File: src/rtl/uart_ctrl.sv
// Full-duplex 16x-oversampled UART: shared baud tick, TX/RX engines, RX FIFO with
// per-word error tags, and an internal loopback path for self-test.
module uart_ctrl #(
    parameter int CLK_HZ     = 100_000_000,
    parameter int BAUD       = 115200,
    parameter int DATA_BITS  = 8,
    parameter int PARITY     = 0,
    parameter int STOP_BITS  = 1,
    parameter int FIFO_DEPTH = 16
) (
    input  logic                 clk,
    input  logic                 rst,
    input  logic                 rx_line,
    output logic                 tx_line,
    input  logic                 loopback,
    input  logic [DATA_BITS-1:0] tx_data,
    input  logic                 tx_valid,
    output logic                 tx_ready,
    output logic [DATA_BITS-1:0] rx_data,
    output logic                 rx_valid,
    input  logic                 rx_ready,
    output logic                 rx_parity_err,
    output logic                 rx_frame_err,
    output logic                 rx_overrun
);

    localparam longint DIV_RAW   = (longint'(CLK_HZ) + longint'(BAUD) * 8) / (longint'(BAUD) * 16);
    localparam int     DIV       = (DIV_RAW < 1) ? 1 : int'(DIV_RAW);
    localparam int     DIV_W     = (DIV > 1) ? $clog2(DIV) : 1;
    localparam int     AW        = $clog2(FIFO_DEPTH);
    localparam int     WW        = DATA_BITS + 2;
    localparam logic [3:0] LAST_DATA = 4'(DATA_BITS - 1);
    localparam logic [3:0] LAST_STOP = 4'(STOP_BITS - 1);

    // ------------------------------------------------------------------
    // Baud tick generator: one tick every DIV clocks, 16 ticks per bit
    // ------------------------------------------------------------------
    logic [DIV_W-1:0] baud_cnt_q, baud_cnt_d;
    logic             tick;

    always_comb begin
        tick       = (baud_cnt_q == DIV_W'(DIV - 1));
        baud_cnt_d = tick ? '0 : baud_cnt_q + DIV_W'(1);
    end

    always_ff @(posedge clk) begin
        if (rst) baud_cnt_q <= '0;
        else     baud_cnt_q <= baud_cnt_d;
    end

    // ------------------------------------------------------------------
    // TX engine
    // ------------------------------------------------------------------
    typedef enum logic [2:0] {
        TX_IDLE, TX_WAIT, TX_START, TX_DATA, TX_PAR, TX_STOP
    } tx_state_t;

    tx_state_t            tx_state_q;
    logic [DATA_BITS-1:0] tx_shift_q;
    logic                 tx_par_q;
    logic [3:0]           tx_tick_q;
    logic [3:0]           tx_bit_q;
    logic                 tx_ser_q;
    logic                 tx_rdy_q;
    logic                 tx_bit_end;

    assign tx_bit_end = tick && (tx_tick_q == 4'd15);

    // The 4-bit tick counter wraps on its own at each bit boundary, so it is
    // zero whenever a new bit (or the idle state) begins.
    always_ff @(posedge clk) begin
        if (rst) begin
            tx_state_q <= TX_IDLE;
            tx_shift_q <= '0;
            tx_par_q   <= 1'b0;
            tx_tick_q  <= '0;
            tx_bit_q   <= '0;
            tx_ser_q   <= 1'b1;
            tx_rdy_q   <= 1'b1;
        end else begin
            if (tick && tx_state_q != TX_IDLE && tx_state_q != TX_WAIT)
                tx_tick_q <= tx_tick_q + 4'd1;
            case (tx_state_q)
                TX_IDLE: begin
                    if (tx_valid && tx_ready) begin
                        tx_shift_q <= tx_data;
                        tx_par_q   <= (PARITY == 1) ? ~^tx_data : ^tx_data;
                        tx_rdy_q   <= 1'b0;
                        tx_state_q <= TX_WAIT;
                    end
                end
                TX_WAIT: begin
                    if (tick) begin
                        tx_ser_q   <= 1'b0;
                        tx_tick_q  <= '0;
                        tx_state_q <= TX_START;
                    end
                end
                TX_START: begin
                    if (tx_bit_end) begin
                        tx_ser_q   <= tx_shift_q[0];
                        tx_shift_q <= tx_shift_q >> 1;
                        tx_bit_q   <= '0;
                        tx_state_q <= TX_DATA;
                    end
                end
                TX_DATA: begin
                    if (tx_bit_end) begin
                        if (tx_bit_q == LAST_DATA) begin
                            tx_bit_q <= '0;
                            if (PARITY != 0) begin
                                tx_ser_q   <= tx_par_q;
                                tx_state_q <= TX_PAR;
                            end else begin
                                tx_ser_q   <= 1'b1;
                                tx_state_q <= TX_STOP;
                            end
                        end else begin
                            tx_ser_q   <= tx_shift_q[0];
                            tx_shift_q <= tx_shift_q >> 1;
                            tx_bit_q   <= tx_bit_q + 4'd1;
                        end
                    end
                end
                TX_PAR: begin
                    if (tx_bit_end) begin
                        tx_ser_q   <= 1'b1;
                        tx_bit_q   <= '0;
                        tx_state_q <= TX_STOP;
                    end
                end
                TX_STOP: begin
                    if (tx_bit_end) begin
                        if (tx_bit_q == LAST_STOP) begin
                            tx_rdy_q   <= 1'b1;
                            tx_state_q <= TX_IDLE;
                        end else begin
                            tx_bit_q <= tx_bit_q + 4'd1;
                        end
                    end
                end
                default: tx_state_q <= TX_IDLE;
            endcase
        end
    end

    assign tx_ready = tx_rdy_q & ~rst;
    assign tx_line  = loopback | tx_ser_q;

    // ------------------------------------------------------------------
    // RX input conditioning
    // ------------------------------------------------------------------
    logic sync1_q, sync1_d, sync2_q, sync2_d, rx_prev_q, rx_prev_d;
    logic rx_in;

    always_comb begin
        rx_in     = loopback ? tx_ser_q : sync2_q;
        sync1_d   = rx_line;
        sync2_d   = sync1_q;
        rx_prev_d = rx_in;
    end

    always_ff @(posedge clk) begin
        if (rst) begin
            sync1_q   <= 1'b1;
            sync2_q   <= 1'b1;
            rx_prev_q <= 1'b1;
        end else begin
            sync1_q   <= sync1_d;
            sync2_q   <= sync2_d;
            rx_prev_q <= rx_prev_d;
        end
    end

    // ------------------------------------------------------------------
    // RX engine
    // ------------------------------------------------------------------
    typedef enum logic [2:0] {
        RX_IDLE, RX_START, RX_DATA, RX_PAR, RX_STOP, RX_BREAK
    } rx_state_t;

    rx_state_t            rx_state_q;
    logic [DATA_BITS-1:0] rx_shift_q;
    logic                 rx_par_bit_q;
    logic [3:0]           rx_tick_q;
    logic [3:0]           rx_bit_q;
    logic                 push_q;
    logic [WW-1:0]        push_word_q;
    logic                 rx_mid;
    logic                 rx_perr;

    always_comb begin
        rx_mid  = tick && (rx_tick_q == 4'd15);
        rx_perr = (PARITY != 0) &&
                  (rx_par_bit_q != ((PARITY == 1) ? ~^rx_shift_q : ^rx_shift_q));
    end

    always_ff @(posedge clk) begin
        if (rst) begin
            rx_state_q   <= RX_IDLE;
            rx_shift_q   <= '0;
            rx_par_bit_q <= 1'b0;
            rx_tick_q    <= '0;
            rx_bit_q     <= '0;
            push_q       <= 1'b0;
            push_word_q  <= '0;
        end else begin
            push_q <= 1'b0;
            if (tick && (rx_state_q == RX_DATA || rx_state_q == RX_PAR || rx_state_q == RX_STOP))
                rx_tick_q <= rx_tick_q + 4'd1;
            case (rx_state_q)
                RX_IDLE: begin
                    if (rx_prev_q && !rx_in) begin
                        rx_tick_q  <= '0;
                        rx_state_q <= RX_START;
                    end
                end
                RX_START: begin
                    if (tick) begin
                        if (rx_tick_q == 4'd7) begin
                            rx_tick_q <= '0;
                            rx_bit_q  <= '0;
                            rx_state_q <= rx_in ? RX_IDLE : RX_DATA;
                        end else begin
                            rx_tick_q <= rx_tick_q + 4'd1;
                        end
                    end
                end
                RX_DATA: begin
                    if (rx_mid) begin
                        rx_shift_q <= {rx_in, rx_shift_q[DATA_BITS-1:1]};
                        if (rx_bit_q == LAST_DATA)
                            rx_state_q <= (PARITY != 0) ? RX_PAR : RX_STOP;
                        else
                            rx_bit_q <= rx_bit_q + 4'd1;
                    end
                end
                RX_PAR: begin
                    if (rx_mid) begin
                        rx_par_bit_q <= rx_in;
                        rx_state_q   <= RX_STOP;
                    end
                end
                RX_STOP: begin
                    if (rx_mid) begin
                        push_q      <= 1'b1;
                        push_word_q <= {~rx_in, rx_perr, rx_shift_q};
                        rx_state_q  <= rx_in ? RX_IDLE : RX_BREAK;
                    end
                end
                RX_BREAK: begin
                    if (rx_in) rx_state_q <= RX_IDLE;
                end
                default: rx_state_q <= RX_IDLE;
            endcase
        end
    end

    // ------------------------------------------------------------------
    // RX FIFO, first-word-fall-through, wrap-bit pointers
    // ------------------------------------------------------------------
    logic [WW-1:0] mem [FIFO_DEPTH];
    logic [AW:0]   wr_ptr_q, wr_ptr_d, rd_ptr_q, rd_ptr_d;
    logic          ovr_q, ovr_d;
    logic          fifo_empty, fifo_full, pop, push_ok;
    logic [WW-1:0] head;

    always_comb begin
        fifo_empty = (wr_ptr_q == rd_ptr_q);
        fifo_full  = (wr_ptr_q[AW] != rd_ptr_q[AW]) &&
                     (wr_ptr_q[AW-1:0] == rd_ptr_q[AW-1:0]);
        pop        = !fifo_empty && rx_ready;
        // A pop in the same cycle frees the slot, so a full FIFO can still take the push.
        push_ok    = push_q && (!fifo_full || pop);
        wr_ptr_d   = wr_ptr_q + {{AW{1'b0}}, push_ok};
        rd_ptr_d   = rd_ptr_q + {{AW{1'b0}}, pop};
        ovr_d      = push_q && fifo_full && !pop;
    end

    always_ff @(posedge clk) begin
        if (rst) begin
            wr_ptr_q <= '0;
            rd_ptr_q <= '0;
            ovr_q    <= 1'b0;
        end else begin
            wr_ptr_q <= wr_ptr_d;
            rd_ptr_q <= rd_ptr_d;
            ovr_q    <= ovr_d;
        end
    end

    always_ff @(posedge clk) begin
        if (push_ok) mem[wr_ptr_q[AW-1:0]] <= push_word_q;
    end

    assign head          = mem[rd_ptr_q[AW-1:0]];
    assign rx_valid      = !fifo_empty;
    assign rx_data       = rx_valid ? head[DATA_BITS-1:0] : '0;
    assign rx_parity_err = rx_valid & head[DATA_BITS];
    assign rx_frame_err  = rx_valid & head[DATA_BITS+1];
    assign rx_overrun    = ovr_q;

endmodule

File: config.mk
export PLATFORM = sky130hd
export DESIGN_NAME = uart_ctrl
export DESIGN_NICKNAME = d
export VERILOG_FILES = /design/src/rtl/uart_ctrl.sv
export SDC_FILE = /design/constraint.sdc
export NUM_CORES = 1
export LEC_CHECK = 0
export CAP_MARGIN = 20
export CORE_MARGIN = 2
export CORE_UTILIZATION = 40
export DETAILED_ROUTE_END_ITERATION = 12
export SYNTH_ARGS = -nofsm -noshare
export SYNTH_HDL_FRONTEND = slang
export SYNTH_SLANG_ARGS = --single-unit
export TNS_END_PERCENT = 5
File: constraint.sdc
create_clock -name clk -period 2.7 [get_ports clk]
set_input_delay 0.54 -clock clk [delete_from_list [all_inputs] [get_ports clk]]
set_output_delay 0.54 -clock clk [all_outputs]
set_load 0.005 [all_outputs]
==> out/results.ini <==
[setup_path]
cpPeakStageDelay_ps = 480
cp.required_ps = 2160
reg2reg_from = rd_ptr_q[0]
ff2ff_path_depth = 9
worst-setup-path-type = reg -> out
crit_end = rx_data[7]
critPathBufInv = 4
critPathTopFamily = multiplexers
endpoint_kind = output port
setup.worst_path.start_class = flop
reg2reg_slack_ps = 340
cp-startpoint = rd_ptr_q[0]
worst-path-stages = 7
cp.arrival_ps = 2210
r2r_end = mem[0][2]
critPathSlowestCell = mux4_2
critPathMaxFanout = 7
crit_chain = buf_12 -> buf_16 -> buf_4 -> mux4_2 -> mux2i_1 -> a211oi_1 -> buf_2

[synthesis]
synth_seq_cells = 214
synth_async_sr_flop_share_pct = 0
syn_inst = 668
synthSimpleGateAreaFrac_pct = 11.93
synth-xor-area-share_pct = 1.347
muxShareOfSynthArea_pct = 11.89
synth_enable_flop_cells = 144
yosysWarnings = 0
ys_seq_area_share_pct = 62.88
synth.area.top_cells = edfxtp_1, dfxtp_1, mux4_2
synth_fa_ha_area_share_pct = 1.512
ys_types = 66
synth_top_area_cell = edfxtp_1
yosysTopAreaCellShare_pct = 47.49
synth-compound-area-share_pct = 8.163
synth_ff_type = edfxtp_1
syn_area_per_cell_sq_um = 13.63
syn_area_sq_um = 9105
synth_top_family_by_area = simple AND/OR/NAND/NOR gates
syn_nets = 693

[timing]
period_needed_ps = 2750
maxSlewViolCount = 0
clock.fmax_ghz = 0.3637
rsz0062_at_grt = yes
hold_viol_final = 0
slew_headroom_pct = 47.54
holdWs_ps = 421.5
finalSetupViolCount = 6
final.setup.tns_ps = -149.9
period_share_pct = 101.8
tightest_slew_ps = 785.8
setup_ws_ps = -49.72
fin_skew_ps = 25.54

[place]
port_buffers = 26
dp_hpwl_mm = 12.57
gp_congestion = 0.8291
dp.cells = 978
dp_slack_ps = -105.8

[final_layout]
syn2layout_area_growth_pct = 19.33
multi_input_area_sq_um = 3288
nets = 754
antenna-diode-count = 0
drive_gt1_share_pct = 23.43
layout.area.seq_sq_um = 5731
layout_commonest_cell = edfxtp_1
stdcell_count = 1032
fillers = 1914
final_cell_mix = edfxtp_1, dfxtp_1, nor2_1

[grt]
grt_usage_pct = 16.55
grt_max_degree = 43
grt_pass1_wl_mm = 31.37
gr-total-overflow = 0
grt_pass1_vias = 5689
antenna_found_initial = 0

[routing]
num_vias = 5721
drt-total-wl_mm = 19.58
drtIter0Drc = 336
detail_route.wl_per_cell_um = 18.97
post-route-drc-count = 0
drtAntennaViolNets = 0
drt_first_pass_iters = 5
vias_per_cell = 5.544

[die]
die_x_um = 154.9
fp.dieH_um = 154.9
pin_count = 28
coreArea_sq_um = 22500
fp-row-count = 55
dieArea_sq_um = 23980
initial_utilization_pct = 40.46

[clock_network]
cts_htree_levels = 1
clock-sinks = 214
numCtsBuffers = 24
cts.path.max_buffers = 3
clockRootBuffer = clkbuf_16
clk_pin_slew_worst_paths_ps = 60
clk_latency_ps = 520
cts_tree = done

[power_and_ir_drop]
p_total_mw = 6.729
p_leak_nw = 3.660
vdd_ir_drop_max_v = 0.0004014
power_density_nw_per_um2 = 619.3

[job]
max_cap_violations = 0

[outcome]
status = finished, violations left
violations = setup timing

[worst_hold_path]
hp-class = reg -> reg

[state kept, by name, summed over array words and instances (netlist names), 3 cells and up]
signal / count
mem: 144
push_word_q: 9
rx_shift_q: 8
tx_shift_q: 8
baud_cnt_q: 6
rd_ptr_q: 5
wr_ptr_q: 5
rx_bit_q: 4
rx_tick_q: 4
tx_bit_q: 4
tx_tick_q: 4
rx_state_q: 3
tx_state_q: 3
[final cells by class]
| cell class | count | share of cell area [%] |
|---|---|---|
| Clock inverter | 18 | 1.336 |
| Timing Repair Buffer | 77 | 6.541 |
| Tap cell | 285 | 3.282 |
| Inverter | 7 | 0.2418 |
| Multi-Input combinational cell | 405 | 30.26 |
| Clock buffer | 26 | 5.597 |
| Sequential cell | 214 | 52.74 |
[kinds of logic (layout without fill, tap and decap cells)]
group / count (synthesis) / count (layout)
mux: 63 / 63
compound gates: 108 / 108
flops: 214 / 214
other cells: 1 / 1
buf+inv: 49 / 128
xor+xnor: 14 / 14
simple gates: 208 / 208
fa+ha+maj: 11 / 11
[repair_timing]
item                       CTS  global route
gates resized for setup     62             1
pin swaps                   16             6
gates cloned                 1             0
hold buffers                 0             0
buffers inserted            10             0
setup endpoints to repair   10             9
[metrics by stage]
stage,util [%],cell area [sq um]
6_report,48.28,10870
4_1_cts,48.28,10860
3_5_place_dp,44.04,9911
2_1_floorplan,-,9105
3_3_place_gp,44.04,9911
5_1_grt,48.28,10870
[layer usage]
layer	share of wire [%]	track usage, %	wire (um)	up-vias
li1	-	-	-	2685
met3	4.4	2.479	858	28
met1	45	22.42	8771	2855
met5	0	0	0	-
met4	1.8	3.924	344	0
met2	49	28.30	9606	153
[how the worst min path moves through the flow]
stage                       start      end  slack [ps]  cells after the start
final                     sync1_q  sync2_q         420                      1
after floorplan           sync1_q  sync2_q         390                      1
after global routing      sync1_q  sync2_q         460                      1
after detailed placement  sync1_q  sync2_q         410                      1
after CTS                 sync1_q  sync2_q         430                      1
after global placement    sync1_q  sync2_q         410                      1
[Yosys cell counts (2+ instances only)]
cell type / n
nand2b_1: 7
xor2_1: 6
o211ai_1: 4
nand4_1: 4
nor3_2: 2
mux2i_1: 26
o21ai_0: 17
nor4_1: 3
and2_1: 2
and3_1: 2
or2_2: 5
mux4_2: 36
a311oi_1: 5
buf_1: 2
nor2_1: 61
nand3_1: 25
nor3_1: 14
edfxtp_1: 144
a32oi_1: 2
buf_2: 4
o211a_1: 2
o31ai_1: 2
or3b_2: 3
xnor2_1: 8
and3b_1: 3
nand2_1: 35
inv_1: 6
a211oi_1: 23
or3_1: 2
a31oi_1: 3
nor2b_1: 18
clkbuf_1: 33
o22ai_1: 2
a41oi_1: 2
dfxtp_1: 70
or4_1: 3
o21bai_1: 2
buf_4: 2
a21oi_1: 31
ha_1: 11
nand3b_1: 10
a311oi_2: 2
[report_power, final]
group | total (mW) | internal, mW | switching, mW | leakage, nW
sequential | 3.50 | 3.48 | 0.0212 | 1.94
combinational | 0.133 | 0.0636 | 0.0697 | 1.34
clock | 3.10 | 1.82 | 1.28 | 0.380
No activity file was read; power rests on OpenSTA's default activity.
